### src/rtl/piece_move_ctrl.sv
// Active-piece move sequencer: arbitrate, build candidate, kick, board check.
// Optional hard drop is enabled by defining PIECE_HARD_DROP_EN.
module piece_move_ctrl #(
    parameter int COLS = 10,
    parameter int ROWS = 20
) (
    input  logic       clk,
    input  logic       rst,
    input  logic       spawn,
    input  logic [3:0] spawn_x1,
    input  logic [3:0] spawn_x2,
    input  logic [3:0] spawn_x3,
    input  logic [3:0] spawn_x4,
    input  logic [4:0] spawn_y1,
    input  logic [4:0] spawn_y2,
    input  logic [4:0] spawn_y3,
    input  logic [4:0] spawn_y4,
    input  logic       req_left,
    input  logic       req_right,
    input  logic       req_rot,
    input  logic       req_drop,
    input  logic       grav_tick,
    input  logic [3:0] rot_x1,
    input  logic [3:0] rot_x2,
    input  logic [3:0] rot_x3,
    input  logic [3:0] rot_x4,
    input  logic [4:0] rot_y1,
    input  logic [4:0] rot_y2,
    input  logic [4:0] rot_y3,
    input  logic [4:0] rot_y4,
    output logic [3:0] board_rd_x,
    output logic [4:0] board_rd_y,
    input  logic       board_occ,
    output logic [3:0] px1,
    output logic [3:0] px2,
    output logic [3:0] px3,
    output logic [3:0] px4,
    output logic [4:0] py1,
    output logic [4:0] py2,
    output logic [4:0] py3,
    output logic [4:0] py4,
    output logic       piece_valid,
    output logic       busy,
    output logic       move_ok,
    output logic       move_rej,
    output logic       lock_pulse
);

    localparam logic [2:0] S_IDLE   = 3'd0;
    localparam logic [2:0] S_CALC   = 3'd1;
    localparam logic [2:0] S_CHECK  = 3'd2;
    localparam logic [2:0] S_WAIT   = 3'd3;
    localparam logic [2:0] S_DECIDE = 3'd4;

    localparam int OP_L   = 0;
    localparam int OP_R   = 1;
    localparam int OP_ROT = 2;
    localparam int OP_DN  = 3;

    localparam logic [3:0] XMAX = 4'(COLS - 1);
    localparam logic [4:0] YMAX = 5'(ROWS - 1);

    logic [2:0] state_q, state_d;
    logic [3:0] op_q, op_d;
    logic [3:0] pend_q, pend_d;
    logic [1:0] idx_q, idx_d;
    logic [1:0] nidx;
    logic       bad_q, bad_d;
    logic       valid_q, valid_d;
    logic [3:0] rdx_q, rdx_d;
    logic [4:0] rdy_q, rdy_d;
    logic [3:0] px_q [4];
    logic [3:0] px_d [4];
    logic [4:0] py_q [4];
    logic [4:0] py_d [4];
    logic [3:0] cx_q [4];
    logic [3:0] cx_d [4];
    logic [4:0] cy_q [4];
    logic [4:0] cy_d [4];
    logic [3:0] nx [4];
    logic [4:0] ny [4];
    logic [3:0] sx [4];
    logic [4:0] sy [4];
    logic [3:0] rx [4];
    logic [4:0] ry [4];
    logic       kick_hi, kick_over, oob;
    logic [3:0] inc, req_all;
    logic       drop_q;
    logic       dec;

`ifdef PIECE_HARD_DROP_EN
    logic dpend_q, dpend_d, drop_d, dreq;
    assign dreq = dpend_q | (req_drop & valid_q);
`else
    logic unused_drop;
    assign unused_drop = req_drop;
    assign drop_q      = 1'b0;
`endif

    assign sx = '{spawn_x1, spawn_x2, spawn_x3, spawn_x4};
    assign sy = '{spawn_y1, spawn_y2, spawn_y3, spawn_y4};
    assign rx = '{rot_x1, rot_x2, rot_x3, rot_x4};
    assign ry = '{rot_y1, rot_y2, rot_y3, rot_y4};

    // Left+right in the same cycle cancel and are never latched.
    assign inc[OP_L]   = req_left & ~req_right & valid_q;
    assign inc[OP_R]   = req_right & ~req_left & valid_q;
    assign inc[OP_ROT] = req_rot & valid_q;
    assign inc[OP_DN]  = grav_tick & valid_q;
    assign req_all     = pend_q | inc;
    assign nidx        = idx_q + 2'd1;

    always_comb begin
        for (int i = 0; i < 4; i++) begin
            nx[i] = px_q[i];
            ny[i] = py_q[i];
        end
        unique case (1'b1)
            op_q[OP_L]:   for (int i = 0; i < 4; i++) nx[i] = px_q[i] - 4'd1;
            op_q[OP_R]:   for (int i = 0; i < 4; i++) nx[i] = px_q[i] + 4'd1;
            op_q[OP_DN]:  for (int i = 0; i < 4; i++) ny[i] = py_q[i] + 5'd1;
            op_q[OP_ROT]: begin
                for (int i = 0; i < 4; i++) begin
                    nx[i] = rx[i];
                    ny[i] = ry[i];
                end
            end
            default: ;
        endcase
        kick_hi   = 1'b0;
        kick_over = 1'b0;
        for (int i = 0; i < 4; i++) begin
            kick_hi   = kick_hi | (nx[i] >= 4'd14);
            kick_over = kick_over | (nx[i] > XMAX);
        end
        // Single kick: underflowed columns shift right, overflow shifts left.
        if (op_q[OP_ROT]) begin
            if (kick_hi) begin
                for (int i = 0; i < 4; i++) nx[i] = nx[i] + 4'd1;
            end else if (kick_over) begin
                for (int i = 0; i < 4; i++) nx[i] = nx[i] - 4'd1;
            end
        end
        oob = 1'b0;
        for (int i = 0; i < 4; i++) begin
            oob = oob | (nx[i] > XMAX) | (ny[i] > YMAX);
        end
    end

    always_comb begin
        state_d = state_q;
        op_d    = op_q;
        idx_d   = idx_q;
        bad_d   = bad_q;
        valid_d = valid_q;
        rdx_d   = rdx_q;
        rdy_d   = rdy_q;
        pend_d  = pend_q | inc;
        for (int i = 0; i < 4; i++) begin
            px_d[i] = px_q[i];
            py_d[i] = py_q[i];
            cx_d[i] = cx_q[i];
            cy_d[i] = cy_q[i];
        end
`ifdef PIECE_HARD_DROP_EN
        dpend_d = dpend_q | (req_drop & valid_q);
        drop_d  = drop_q;
`endif
        if (spawn) begin
            state_d = S_IDLE;
            pend_d  = '0;
            valid_d = 1'b1;
            for (int i = 0; i < 4; i++) begin
                px_d[i] = sx[i];
                py_d[i] = sy[i];
            end
`ifdef PIECE_HARD_DROP_EN
            dpend_d = 1'b0;
            drop_d  = 1'b0;
`endif
        end else begin
            unique case (state_q)
                S_IDLE: begin
                    op_d    = '0;
                    state_d = S_CALC;
                    if (req_all[OP_DN]) begin
                        op_d[OP_DN]   = 1'b1;
                        pend_d[OP_DN] = 1'b0;
                    end
`ifdef PIECE_HARD_DROP_EN
                    else if (dreq) begin
                        op_d[OP_DN] = 1'b1;
                        drop_d      = 1'b1;
                        dpend_d     = 1'b0;
                    end
`endif
                    else if (req_all[OP_ROT]) begin
                        op_d[OP_ROT]   = 1'b1;
                        pend_d[OP_ROT] = 1'b0;
                    end else if (req_all[OP_L]) begin
                        op_d[OP_L]   = 1'b1;
                        pend_d[OP_L] = 1'b0;
                    end else if (req_all[OP_R]) begin
                        op_d[OP_R]   = 1'b1;
                        pend_d[OP_R] = 1'b0;
                    end else begin
                        op_d    = op_q;
                        state_d = S_IDLE;
                    end
                end
                S_CALC: begin
                    for (int i = 0; i < 4; i++) begin
                        cx_d[i] = nx[i];
                        cy_d[i] = ny[i];
                    end
                    bad_d = oob;
                    idx_d = 2'd0;
                    if (oob) begin
                        state_d = S_DECIDE;
                    end else begin
                        state_d = S_CHECK;
                        rdx_d   = nx[0];
                        rdy_d   = ny[0];
                    end
                end
                S_CHECK: begin
                    if (idx_q != 2'd0) bad_d = bad_q | board_occ;
                    idx_d = nidx;
                    if (idx_q == 2'd3) begin
                        state_d = S_WAIT;
                    end else begin
                        rdx_d = cx_q[nidx];
                        rdy_d = cy_q[nidx];
                    end
                end
                S_WAIT: begin
                    bad_d   = bad_q | board_occ;
                    state_d = S_DECIDE;
                end
                S_DECIDE: begin
                    state_d = S_IDLE;
                    if (!bad_q) begin
                        for (int i = 0; i < 4; i++) begin
                            px_d[i] = cx_q[i];
                            py_d[i] = cy_q[i];
                        end
                        if (drop_q) state_d = S_CALC;
                    end else if (op_q[OP_DN]) begin
                        valid_d = 1'b0;
                        pend_d  = '0;
`ifdef PIECE_HARD_DROP_EN
                        dpend_d = 1'b0;
                        drop_d  = 1'b0;
`endif
                    end
                end
                default: state_d = S_IDLE;
            endcase
        end
    end

    always_ff @(posedge clk) begin
        if (rst) begin
            state_q <= S_IDLE;
            op_q    <= '0;
            pend_q  <= '0;
            idx_q   <= '0;
            bad_q   <= 1'b0;
            valid_q <= 1'b0;
            rdx_q   <= '0;
            rdy_q   <= '0;
            for (int i = 0; i < 4; i++) begin
                px_q[i] <= '0;
                py_q[i] <= '0;
                cx_q[i] <= '0;
                cy_q[i] <= '0;
            end
        end else begin
            state_q <= state_d;
            op_q    <= op_d;
            pend_q  <= pend_d;
            idx_q   <= idx_d;
            bad_q   <= bad_d;
            valid_q <= valid_d;
            rdx_q   <= rdx_d;
            rdy_q   <= rdy_d;
            for (int i = 0; i < 4; i++) begin
                px_q[i] <= px_d[i];
                py_q[i] <= py_d[i];
                cx_q[i] <= cx_d[i];
                cy_q[i] <= cy_d[i];
            end
        end
    end

`ifdef PIECE_HARD_DROP_EN
    always_ff @(posedge clk) begin
        if (rst) begin
            dpend_q <= 1'b0;
            drop_q  <= 1'b0;
        end else begin
            dpend_q <= dpend_d;
            drop_q  <= drop_d;
        end
    end
`endif

    assign dec        = (state_q == S_DECIDE) & ~spawn;
    assign move_ok    = dec & ~bad_q & ~drop_q;
    assign move_rej   = dec & bad_q & ~op_q[OP_DN];
    assign lock_pulse = dec & bad_q & op_q[OP_DN];

    assign busy        = (state_q != S_IDLE);
    assign piece_valid = valid_q;
    assign board_rd_x  = rdx_q;
    assign board_rd_y  = rdy_q;
    assign px1 = px_q[0];
    assign px2 = px_q[1];
    assign px3 = px_q[2];
    assign px4 = px_q[3];
    assign py1 = py_q[0];
    assign py2 = py_q[1];
    assign py3 = py_q[2];
    assign py4 = py_q[3];

endmodule
### config.mk
export PLATFORM = sky130hd
export DESIGN_NAME = piece_move_ctrl
export DESIGN_NICKNAME = d
export VERILOG_FILES = /design/src/rtl/piece_move_ctrl.sv
export SDC_FILE = /design/constraint.sdc
export NUM_CORES = 1
export LEC_CHECK = 0
export ABC_AREA = 1
export BUFFER_PORTS_ARGS = -buffer_cell sky130_fd_sc_hd__buf_4
export CAP_MARGIN = 25
export CORE_MARGIN = 4
export CORE_UTILIZATION = 29
export CTS_BUF_LIST = sky130_fd_sc_hd__clkbuf_16
export DETAILED_ROUTE_END_ITERATION = 8
export SYNTH_ARGS = -nofsm -noshare
export SYNTH_HDL_FRONTEND = slang
export SYNTH_SLANG_ARGS = --single-unit
export TNS_END_PERCENT = 30
### constraint.sdc
create_clock -name clk -period 4.1 [get_ports clk]
set_input_delay 0.205 -clock clk [delete_from_list [all_inputs] [get_ports clk]]
set_output_delay 0.205 -clock clk [all_outputs]
set_load 0.01 [all_outputs]
==> results.txt, run 1 <==
The count of final max-slew check failures was 0. The met2 layer usage reported by global route came out at 29.59%. Counting cells, the worst reg-to-reg path comes to 19. The effective utilization at floorplan came out at 29.71%. The endpoint identified for the worst register-to-register timing path is board_rd_y[4]. Across every metal layer, demand over resource in global routing totals 18.23%. In this run, post-CTS repair resized a total of 0 instances. The reg2reg setup slack came out at 0.38 ns. The first global-routing pass estimated 35.80 mm of wire.

The mean area per synthesized cell came out at 6.583 um2. The path with the worst hold slack has its endpoint at py_q[0][6]. The post-synthesis sequential area ratio is 29.37%.

The async set-reset flop share out of synthesis is 0%. The static leakage power came out at 3.756 nW. After clock tree synthesis, the flow added hold-fix buffers numbering 0. The worst clock skew came out at 0.009896 ns. The fraction of met1 tracks used by global routing is 24.38%. The ratio of routed vias to standard cells came out at 5.005. The worst register-to-register path begins at px_q[1][0]. The standard cell core area is 22,030 um2. Leaving out fill and tap cells, the most frequent cell in the layout is nand2_1. Walking the worst path, the cells encountered are inv_1 -> fa_1 -> o21ai_1 -> nor2_4 -> ha_1 -> or2_2 -> nand4_1 -> nand2_1 -> nand3_2 -> nor2_4 -> nor2_8 -> nand3_1 -> xnor2_1 -> nand2_1 -> nand3_2 -> o21bai_4 -> nand2_2 -> nor2_1 -> nor2_1.

The fill cell instance count of the final layout is 2,431. Derived from the worst setup path, the maximum achievable clock frequency is 0.2688 GHz. 0 antenna diodes ended up in the layout. The final worst-path cycle share is 90.72%. The number of nets in the layout is 1,216. TritonCTS built the clock tree. The flow ran to the end, and the final reports show no timing, DRC or antenna violations. The sum of routed wire length over all layers came out at 22.85 mm.

The worst setup path is captured at a register. The routing usage on met3 is 3.636%. The post-route netlist has 20.36% of its cells at a drive strength greater than 1. The number of port buffers came out at 129.

In this run, synthesis produced a sequential element count of 96. The I/O pin count is 131. The number of nets handed over by synthesis was 1,105. The pre-antenna-repair detailed-routing pass consisted of 5 iterations. In this run the most used layer during global routing was met2. The number of placed instances with taps included is 1,374. The actual transition at the worst max-transition pin is 0.9542 ns. The required time of the critical path is 4.35 ns.

The synthesized cell area is 6544 um2. The power per cell area came out at 352.7 nW/um2. The cell depth of the worst min-delay path is 3. The shortest period the worst path allows came out at 3.720 ns.

After global routing the overflow that remains totals 0. The number of warnings issued by yosys came out at 0. The max-capacitance violation count is 0. From bottom edge to top edge, the die measures 158.2 um.

Adding up every negative setup slack in the final design gives 0 ns. In this design, the stage delay of the slowest critical-path cell is 0.47 ns. The area of the die came out at 25,030 um2. The buffer depth of the longest clock path is 2.

The kind of cell with the highest combined delay along the critical path is simple AND/OR/NAND/NOR gates. Leaving out filler cells and counting taps, the final layout contains 1,390. The buffer and inverter count on the worst path came out at 1. The most used flip-flop cell after synthesis is dfxtp_1. By startpoint and endpoint, the worst setup path is classified as reg -> reg.

After detailed routing, the number of remaining DRC violations is 0. The clock transition at the register clock pins on the worst setup and hold paths after CTS is 0.07 ns. The number of global-route vias before repair came to 6,587. The placer congestion estimate is 0.8455. The worst path arrival time came out at 3.97 ns. The clock latency reported for the late side of the worst-skew pair is 0.36 ns. The hold path startpoint is spawn_y2[1]. The number of antenna violations at the first check in global routing was 0. The row count is 54. The number of post-CTS setup repair buffers came out at 0. After detailed routing, the average wire length per cell comes to 16.44 um. The synthesized design contains 0 enable-type register cells. The horizontal extent of the die is 158.2 um. The estimated wirelength of the detail-placed design is 17.08 mm.

The worst-case IR drop observed on VDD is 0.2290 mV. Cells fill 36.64% of the core in the end. The highest fanout seen on the critical path is 16. The final count of hold timing violations came out at 0. The count of nets left with antenna violations once routing finished came out at 0. For this block, the via count after detailed routing is 6,957. Synthesis produced a netlist whose cell count is 994. Setup repair after global routing left no endpoint under its margin. The type of element launching the critical path is a register. The worst pin sits at a relative slew slack of 36.24%. The type of the tightest min-delay check is in -> reg. The clock drives 96 sinks.

The area growth from synthesis to layout is 23.33%. The number of setup violations in the final report came out at 0. TritonCTS created 9 clock buffers. The cell type of the slowest stage on the worst timing path is fa_1.

The H-tree was split into 3 levels. The clock tree root driver cell is clkbuf_16. The total design power is 2.846 mW. The number of distinct library cells after synthesis is 47. After the first detailed-routing iteration, the DRC count stood at 463. The top cell types in the final layout, fill and taps aside, are 246 x nand2_1, 150 x buf_4, 106 x inv_1. Entering global routing, the biggest net connects 46 pins.
worst max path at each step:
stage               startpoint  slack [ns]  cells after the start            end
floorplan              op_q[1]        0.82                     23  board_rd_x[1]
global placement       op_q[1]        0.20                     18  board_rd_y[2]
detailed placement     op_q[1]        0.15                     18  board_rd_y[4]
CTS                    op_q[1]        0.13                     19  board_rd_y[1]
global route        px_q[3][0]        0.14                     23  board_rd_y[4]
finish              px_q[1][0]        0.38                     19  board_rd_y[4]
tightest hold or removal path: cells and delay by family:
kind | cells | cell delay [ns]
AND/OR/NAND/NOR | 1 | 0.05
AO/OA/AOI/OAI | 1 | 0.07
buffers and inverters | 1 | 0.11
cell usage after synthesis, types with 5 or more instances:
cell,number,area (um2)
clkbuf_1,36,135.1
o21ai_1,6,30.03
dfxtp_1,96,1922
a21oi_1,73,365.4
nand2_2,13,81.33
ha_1,26,325.3
o31ai_1,5,37.54
nor2_4,12,135.1
inv_1,106,397.9
nand4_1,5,31.28
a221oi_1,7,61.31
o211ai_1,7,52.55
a22oi_1,17,127.6
buf_2,6,30.03
nand2_1,246,923.4
buf_6,5,56.30
nor2_1,76,285.3
a31oi_1,30,187.7
nor3_1,12,60.06
clkinv_1,7,26.28
o21ai_0,83,415.4
inv_2,8,30.03
nand3_1,60,300.3
flip-flops by register name, summed over array words and instances (netlist names):
name,flops
cx_q,16
board_rd_x,4
board_rd_y,5
piece_valid,1
cy_q,20
op_q,4
idx_q,2
px_q,16
state_q,3
pend_q,4
py_q,20
bad_q,1
kinds of logic after synthesis:
| group | count (synthesis) | share of synthesized area [%] |
|---|---|---|
| XOR/XNOR | 5 | 0.7841 |
| AND/OR/NAND/NOR | 445 | 30.84 |
| flip-flops | 96 | 29.37 |
| adder cells (fa/ha/maj) | 30 | 6.195 |
| buffers and inverters | 172 | 10.84 |
| AO/OA/AOI/OAI | 246 | 21.97 |
layer usage:
metal | vias up | part of all wire (%)
met1 | 3173 | 45
li1 | 3507 | -
met2 | 245 | 46
met5 | - | 0
met3 | 32 | 6.8
met4 | 0 | 2.3
report_power, final:
| group | total (mW) | switching [mW] | internal (mW) |
|---|---|---|---|
| clock | 0.853 | 0.385 | 0.468 |
| sequential | 1.05 | 0.0649 | 0.984 |
| combinational | 0.945 | 0.586 | 0.359 |
| total | 2.85 | 1.04 | 1.81 |
layout make-up:
cell class | instances | area, um2 | share of cell area, %
clock buffers | 9 | 225.2 | 2.791
clock inverters | 7 | 62.56 | 0.7752
inverters | 122 | 460.4 | 5.705
multi-input cells | 726 | 3923 | 48.60
flip-flops and latches | 96 | 1923 | 23.83
well taps | 280 | 350.3 | 4.341
repair buffers | 150 | 1126 | 13.95
stage by stage:
step	setup slack [ns]	instance area, um2	hold WS [ns]
after floorplan	0.8178	6544	0.3681
after global placement	0.1954	7781	0.4684
after detailed placement	0.1506	7781	0.4768
after CTS	0.1341	8069	0.1178
after global routing	0.1423	8070	0.1378
final	0.3803	8070	0.1247
(Power assumes the default switching activity.)
==> inputs of run 2 (changes only) <==
--- a/config.mk
+++ b/config.mk
@@ -5,13 +5,13 @@
 export SDC_FILE = /design/constraint.sdc
 export NUM_CORES = 1
 export LEC_CHECK = 0
-export ABC_AREA = 1
 export BUFFER_PORTS_ARGS = -buffer_cell sky130_fd_sc_hd__buf_4
 export CAP_MARGIN = 25
 export CORE_MARGIN = 4
-export CORE_UTILIZATION = 29
+export CORE_UTILIZATION = 50
 export CTS_BUF_LIST = sky130_fd_sc_hd__clkbuf_16
 export DETAILED_ROUTE_END_ITERATION = 8
+export PLACE_DENSITY = 0.74
 export SYNTH_ARGS = -nofsm -noshare
 export SYNTH_HDL_FRONTEND = slang
 export SYNTH_SLANG_ARGS = --single-unit
==> run 2 against run 1 <==
Net effect: the flow now finishes with violations (negative setup slack); first-iteration DRC count grew 95%; hold slack lost 0.047 ns; via count rose by 5.8%; clock power increased by 4.7%; combinational power is 5.0% higher; global-route usage is 14 points higher; non-clock buffer count rose by 94; sequential power barely moved; area after synthesis fell by 3.3%; critical endpoint is now board_rd_y[0]; largest cell class unchanged; largest power group unchanged; highest routed layer unchanged.
==> results.txt, run 2 <==
Outcome: finished with violations (was finished, final reports clean). The final reports fail on negative setup slack. The ratio of cells with drive above 1 in the final layout came to 35.44% (was 20.36%). The max-capacitance violation count came to 0 (unchanged). The total routing usage reported by global routing is 32.71% (was 18.23%). The number of enable flip-flop cells after synthesis is 0 (unchanged). The actual transition at the worst max-transition pin is 1.091 ns (was 0.9542 ns). The synthesized cell area is 6327 um2 (was 6544 um2). The setup total negative slack came out at -0.8087 ns (was 0 ns). The remaining antenna violation count came out at 0 (unchanged). The most used standard cell by instance count after synthesis was dfxtp_1 (was nand2_1). The count of hold-fix buffers inserted at cts came out at 0 (unchanged). The largest area contributor in the synthesized netlist is dfxtp_1 (unchanged). The area of the die is 14,520 um2 (was 25,030 um2). The static leakage power is 3.544 nW (was 3.756 nW).

The synthesized netlist net count came out at 888 (was 1,105). Largest cells by area after synthesis: dfxtp_1 30%, nor2_1 5.6%, ha_1 5.1% (was dfxtp_1 29%, nand2_1 14%, o21ai_0 6.3%). The horizontal extent of the die is 120.5 um (was 158.2 um). The largest net degree at the start of global routing is 74 (was 46). The power per cell area was 327.9 nW/um2 (was 352.7 nW/um2). The sum of routed wire length over all layers came out at 24.69 mm (was 22.85 mm). The final count of hold timing violations came out at 0 (unchanged). The highest achievable clock rate came out at 0.2354 GHz (was 0.2688 GHz). The type of the worst setup path is reg -> reg (unchanged).

Top cells by instance count after synthesis: 96 x dfxtp_1, 95 x nor2_1, 76 x nand2_1 (was 246 x nand2_1, 106 x inv_1, 96 x dfxtp_1). The async set-reset flop share out of synthesis is 0% (unchanged). The post-synthesis instance total came out at 777 (was 994). Commonest cells after routing, fill and taps aside: 238 x buf_4, 92 x dfxtp_1, 91 x nor2_1 (was 246 x nand2_1, 150 x buf_4, 106 x inv_1). The mean area per synthesized cell came out at 8.143 um2 (was 6.583 um2). The post-synthesis sequential area ratio is 30.37% (was 29.37%). The highest fanout seen on the critical path came to 8 (was 16). The most frequent standard cell in the layout excluding fill and tap cells is buf_4 (was nand2_1). The number of distinct library cells after synthesis is 79 (was 47).

The number of buffers inserted during clock tree synthesis is 9 (unchanged). The count of final max-slew check failures came to 0 (unchanged). The row count was 40 (was 54).

The multiplexer share of the synthesized area is 4.963% (was 0%). The synthesis-to-finish area growth is 40.40% (was 23.33%). The count of unresolved DRC violations after routing came to 0 (unchanged). The type of the tightest min-delay check is in -> reg (unchanged). The count of inserted antenna diode cells came out at 0 (unchanged).

The required time of the critical path is 4.36 ns (was 4.35 ns). The CTS tree is yes (unchanged). The worst path arrival time came out at 4.51 ns (was 3.97 ns). The compound-cell area share of the yosys netlist came to 29.96% (was 21.97%). The normalized max-slew margin came out at 27.25% (was 36.24%). The worst voltage drop across the vdd grid came out at 0.2104 mV (was 0.2290 mV). The arithmetic-cell share of the synthesized area counting full adders, half adders and majority gates is 6.407% (was 6.195%).

The placer congestion estimate came out at 0.9426 (was 0.8455). The number of port buffers is 129 (unchanged). The number of nets in the layout is 1,088 (was 1,216).

The dominant combinational cell family by area after synthesis is compound AO/OA/AOI/OAI gates (was simple AND/OR/NAND/NOR gates). The fraction of post-synthesis cell area in the top cell type by area came out at 30.37% (was 29.37%). The kind of end point of the critical path is a register (unchanged).

The number of clock sinks was 96 (unchanged). The shortest period the worst path allows is 4.248 ns (was 3.720 ns). The number of setup violations in the final report was 7 (was 0). The type of element launching the critical path is a register (unchanged). The number of storage elements in the synthesis netlist is 96 (unchanged). The buffer depth of the longest clock path is 2 (unchanged).

The estimated wirelength of the detail-placed design was 17.37 mm (was 17.08 mm). The global-route wire length before repair is 37.28 mm (was 35.80 mm). The XOR/XNOR share of the synthesized area is 2.057% (was 0.7839%).

The clock transition at the register clock pins on the worst setup and hold paths after CTS is 0.08 ns (was 0.07 ns). The effective utilization at floorplan came to 51.81% (was 29.71%). The number of warnings issued by yosys is 0 (unchanged). The worst hold margin came out at 0.07759 ns (was 0.1247 ns). The number of global-route vias before repair is 6,999 (was 6,587). The H-tree depth reported by CTS is 3 (unchanged).

The sum of overflow across all layers after global routing is 0 (unchanged). The die span in y came out at 120.5 um (was 158.2 um). The most used flip-flop cell after synthesis is dfxtp_1 (unchanged). The utilization of the core after routing came to 72.75% (was 36.64%). The ratio of routed vias to standard cells is 6.398 (was 5.005). The clock tree root driver cell is clkbuf_16 (unchanged).

The clock latency reported for the late side of the worst-skew pair was 0.36 ns (about the same). The final critical-path setup slack came to -0.1480 ns (was 0.3803 ns). The synthesized-area fraction occupied by and/or/nand/nor cells came out at 20.55% (was 30.84%). The final worst-path cycle share came to 103.6% (was 90.72%). The detail-routed net length per standard cell came out at 21.47 um (was 16.44 um). Largest registers ranked by flip-flop count: cy_q x20, py_q x20 (unchanged). The I/O pin count was 131 (unchanged). The number of antenna violations at the first check in global routing was 0 (unchanged). The iteration count of the initial detailed-routing pass is 6 (was 5). The worst clock skew is 0.01130 ns (was 0.009896 ns). The violation count after the first detailed-route iteration came out at 902 (was 463).

Setup repair after global routing missed its margin: true (was false). The number of vias after detailed routing came out at 7,358 (was 6,957). The standard cell core area came out at 12,210 um2 (was 22,030 um2).
## run 2: per-stage QoR
step,instance area (um2),setup slack [ns],cells,power (mW)
finish,8884,-0.1480,1150,2.913
global route,8884,-0.2234,1150,3.037
CTS,8653,-0.03889,1142,2.832
detailed placement,8024,-0.1733,1110,1.872
global placement,8024,-0.03560,1110,1.850
floorplan,6342,0.01215,777,1.492
## run 2: cell families (layout without fill, tap and decap cells)
kind of cell,Yosys count,after routing
multiplexers,20,20
AO/OA/AOI/OAI,255,255
flip-flops,96,96
buffers and inverters,89,293
AND/OR/NAND/NOR,273,274
adder cells (fa/ha/maj),30,30
XOR/XNOR,14,14
## run 2: worst max-delay path, cell delays in order (launching register included)
cell and delay, ns:
dfxtp_4 0.37, buf_8 0.14, buf_12 0.14, fa_1 0.53, o221ai_2 0.17, inv_2 0.13, ha_4 0.14, nor2_1 0.04
o22ai_1 0.20, o22ai_2 0.12, or3_4 0.37, buf_6 0.15, a21oi_2 0.17, nor4_2 0.07, buf_4 0.15, o211ai_1 0.29
o221ai_2 0.19, buf_4 0.19, or4_4 0.51, o311ai_2 0.08
## run 2: power breakdown
group	total (mW)	internal (mW)	leakage [nW]	switching, mW
combinational	0.992	0.476	2.61	0.516
sequential	1.03	0.973	0.785	0.0542
clock	0.893	0.482	0.147	0.412
total	2.91	1.93	3.54	0.982
## run 2: area by class of cell
class,instances,area (um2)
fill,991,3328
multi-input combinational,593,4432
clock inverter,7,77.57
inverter,33,131.4
sequential,96,1932
timing repair buffer,244,1876
clock buffer,9,225.2
tap,168,210.2
## run 2: path summary, 6_finish.rpt
check	slack, ns	cells past startpoint	end	startpoint
max	-0.15	19	board_rd_y[0]	op_q[1]
min	0.08	3	py_q[0][16]	spawn_y4[1]
max reg2reg	-0.15	19	board_rd_y[0]	op_q[1]
min reg2reg	0.48	2	cx_q[3][0]	cx_q[3][0]
## run 2: routing by layer
metal	wire, um	track usage [%]
met1	9666	40.88
met2	11660	53.58
met3	2062	5.847
met4	1301	17.63
met5	0	0
## run 2: repair_timing
action	CTS	global route
gates resized for setup	42	34
gates cloned	1	0
endpoints found under the setup margin	10	12
pin swaps	26	15
buffers inserted	15	8
hold endpoints to repair	0	0
==> inputs of run 3 (changes only) <==
==> constraint.sdc (replaced) <==
create_clock -name clk -period 4.1 [get_ports clk]
set_input_delay 0.41 -clock clk [delete_from_list [all_inputs] [get_ports clk]]
set_output_delay 0.41 -clock clk [all_outputs]
set_load 0.01 [all_outputs]
==> run 3 against run 2 <==
Net effect: the flow still finishes with violations (negative setup slack); highest routed layer unchanged; power decreased by 1.6%; hold slack improved by 0.21 ns; sequential cell count unchanged; utilization decreased by 1.2 points; clock-buffer cell count unchanged; largest cell class unchanged; clock skew decreased by 0.0036 ns.
==> results.txt, run 3 (synthesis gave the netlist of run 2 again) <==
The number of antenna violations at the first check in global routing is 0 (unchanged). The buffer depth of the longest clock path was 2 (unchanged). The actual transition at the worst max-transition pin was 1.117 ns (was 1.091 ns). The count of final max-slew check failures came to 0 (unchanged). The highest achievable clock rate was 0.2433 GHz (was 0.2354 GHz).

The cell depth of the worst min-delay path is 3 (unchanged). The number of cell instances on the worst register-to-register path came out at 15 (was 19). The hold path startpoint is spawn_y1[0] (was spawn_y4[1]).

The clock tree root driver cell was clkbuf_16 (unchanged). The clock latency reported for the late side of the worst-skew pair came out at 0.36 ns (about the same). The number of global-route vias before repair came out at 6,921 (was 6,999). Violations in the final reports: negative setup slack (unchanged). The family with the most delay on the worst path is simple AND/OR/NAND/NOR gates (was compound AO/OA/AOI/OAI gates). Commonest cells after routing, fill and taps aside: 232 x buf_4, 95 x nor2_1, 92 x dfxtp_1 (was 238 x buf_4, 92 x dfxtp_1, 91 x nor2_1). The sum of routed wire length over all layers came out at 24.17 mm (was 24.69 mm).

The die span in y came out at 120.5 um (unchanged). The static leakage power is 3.511 nW (was 3.544 nW). The type of the worst setup path is reg -> reg (unchanged). The utilization of the core after routing is 71.50% (was 72.75%). The kind of end point of the critical path is a register (unchanged). The number of port buffers is 129 (unchanged).

The placer congestion estimate was 0.9919 (was 0.9426). The synthesis-to-finish area growth came out at 37.99% (was 40.40%). The area of the die is 14,520 um2 (unchanged).

The ratio of routed vias to standard cells is 6.370 (was 6.398). The ratio of cells with drive above 1 in the final layout came out at 34.09% (was 35.44%). Outcome: finished with violations (unchanged). The row count was 40 (unchanged). The count of inserted antenna diode cells came out at 0 (unchanged). The highest fanout seen on the critical path is 8 (unchanged). The startpoint of the worst-slack reg-to-reg timing path is op_q[1] (unchanged).

The cell area after layout came out at 8731 um2 (was 8884 um2). The biggest cell delay along the critical path was 0.64 ns (was 0.53 ns). The H-tree depth reported by CTS came out at 3 (unchanged). The shortest period the worst path allows is 4.110 ns (was 4.248 ns). The detail-routed net length per standard cell came out at 21.17 um (was 21.47 um).

The required time of the critical path is 4.36 ns (about the same). The CTS tree is yes (unchanged). The number of clock sinks is 96 (unchanged). The worst clock skew came out at 0.007750 ns (was 0.01130 ns). The standard cell core area is 12,210 um2 (unchanged). The most repeated library cell on the critical path is o221ai_2.

The number of nets in the layout came out at 1,080 (was 1,088). The clock transition at the register clock pins on the worst setup and hold paths after CTS was 0.07 ns (was 0.08 ns). The critical path launch point is op_q[1] (unchanged).

The fill cell instance count of the final layout came out at 1,002 (was 991). The sum of overflow across all layers after global routing is 0 (unchanged). The final count of hold timing violations was 0 (unchanged).

The largest net degree at the start of global routing is 74 (unchanged). The remaining antenna violation count came out at 0 (unchanged). The final critical-path setup slack was -0.01041 ns (was -0.1480 ns).

The type of the tightest min-delay check is in -> reg (unchanged). The effective utilization at floorplan is 51.81% (unchanged). The number of buffers inserted during clock tree synthesis is 9 (unchanged).

The horizontal extent of the die is 120.5 um (unchanged). The iteration count of the initial detailed-routing pass is 6 (unchanged). The total routing usage reported by global routing came out at 32.04% (was 32.71%). The power per cell area came out at 328.3 nW/um2 (was 327.9 nW/um2). The worst path arrival time is 4.37 ns (was 4.51 ns). The number of vias after detailed routing came out at 7,274 (was 7,358). The I/O pin count came out at 131 (unchanged). The worst voltage drop across the vdd grid was 0.2561 mV (was 0.2104 mV). The cell depth of the worst setup path came to 15 (was 19). The most frequent standard cell in the layout excluding fill and tap cells is buf_4 (unchanged). Largest registers ranked by flip-flop count: cy_q x20, py_q x20 (unchanged). The max-capacitance violation count came out at 0 (unchanged). The global-route wire length before repair came out at 36.62 mm (was 37.28 mm). The final worst-path cycle share is 100.3% (was 103.6%). Setup repair after global routing missed its margin: true (unchanged).

The count of unresolved DRC violations after routing is 0 (unchanged). The normalized max-slew margin came to 25.50% (was 27.25%). CP cell instances: buf_8 -> buf_4 -> fa_1 -> xor2_1 -> o221ai_2 -> o211ai_1 -> nor2_1 -> or4_4 -> mux2i_2 -> or3b_4 -> a221oi_4 -> o221ai_2 -> buf_6 -> or4_1 -> o311ai_1 (was buf_8 -> buf_12 -> fa_1 -> o221ai_2 -> inv_2 -> ha_4 -> nor2_1 -> o22ai_1 -> o22ai_2 -> or3_4 -> buf_6 -> a21oi_2 -> nor4_2 -> buf_4 -> o211ai_1 -> o221ai_2 -> buf_4 -> or4_4 -> o311ai_2). The buffer and inverter count on the worst path came out at 3 (was 6).

The type of element launching the critical path was a register (unchanged). The total design power came out at 2.867 mW (was 2.913 mW). The standard cell area after detailed placement was 7991 um2 (was 8024 um2). The violation count after the first detailed-route iteration came out at 968 (was 902).

The estimated wirelength of the detail-placed design is 17.54 mm (was 17.37 mm). The number of setup violations in the final report is 4 (was 7). The cell type of the slowest stage on the worst timing path is or4_4 (was fa_1).
run 3: worst min-delay path, stage by stage:
cell      delay (ns)
buf_4           0.08
a222oi_1        0.05
nor2_1          0.07
run 3: cell type report:
type	count	area (um2)	share of cell area [%]
repair buffers	237	1795	20.56
flip-flops and latches	96	1929	22.10
clock buffers	9	225.2	2.580
multi-input cells	592	4359	49.93
well taps	168	210.2	2.408
clock inverters	7	80.08	0.9172
inverters	33	131.4	1.505
run 3: path summary, 6_finish.rpt:
| path | end | slack (ns) |
|---|---|---|
| setup / recovery | board_rd_y[0] | -0.01 |
| hold / removal | py_q[0][0] | 0.29 |
| setup reg to reg | board_rd_y[0] | -0.01 |
| hold reg to reg | cx_q[1][3] | 0.49 |
run 3: routing by layer:
metal / vias to the layer above / GRT usage [%] / share of wire [%] / routed length [um]
met2: 382 / 55.22 / 50 / 12020
met5: - / 0 / 0 / 0
met1: 3488 / 39.41 / 39 / 9489
met4: 0 / 12.39 / 3.1 / 753
li1: 3341 / - / - / -
met3: 63 / 6.268 / 7.9 / 1911
run 3: metrics by stage:
step / hold slack, ns / std cells / setup WS, ns / TNS [ns]
CTS: 0.2880 / 1134 / 0.002477 / 0
finish: 0.2886 / 1142 / -0.01041 / -0.01898
detailed placement: 0.4729 / 1109 / -0.1484 / -1.226
floorplan: 0.4410 / 777 / 0.01215 / 0
global route: 0.2951 / 1142 / -0.1203 / -0.9609
global placement: 0.4553 / 1109 / -0.08745 / -0.5848
run 3: power by group:
| group | switching [mW] | internal (mW) |
|---|---|---|
| combinational | 0.507 | 0.455 |
| sequential | 0.0528 | 0.973 |
| clock | 0.399 | 0.480 |
run 3: repair_timing:
item                       CTS  global route
hold buffers                 0             0
setup endpoints to repair   11            12
setup buffers                8             8
gates resized for setup     20            42
cloned                       1             0
pin swaps                    5             8
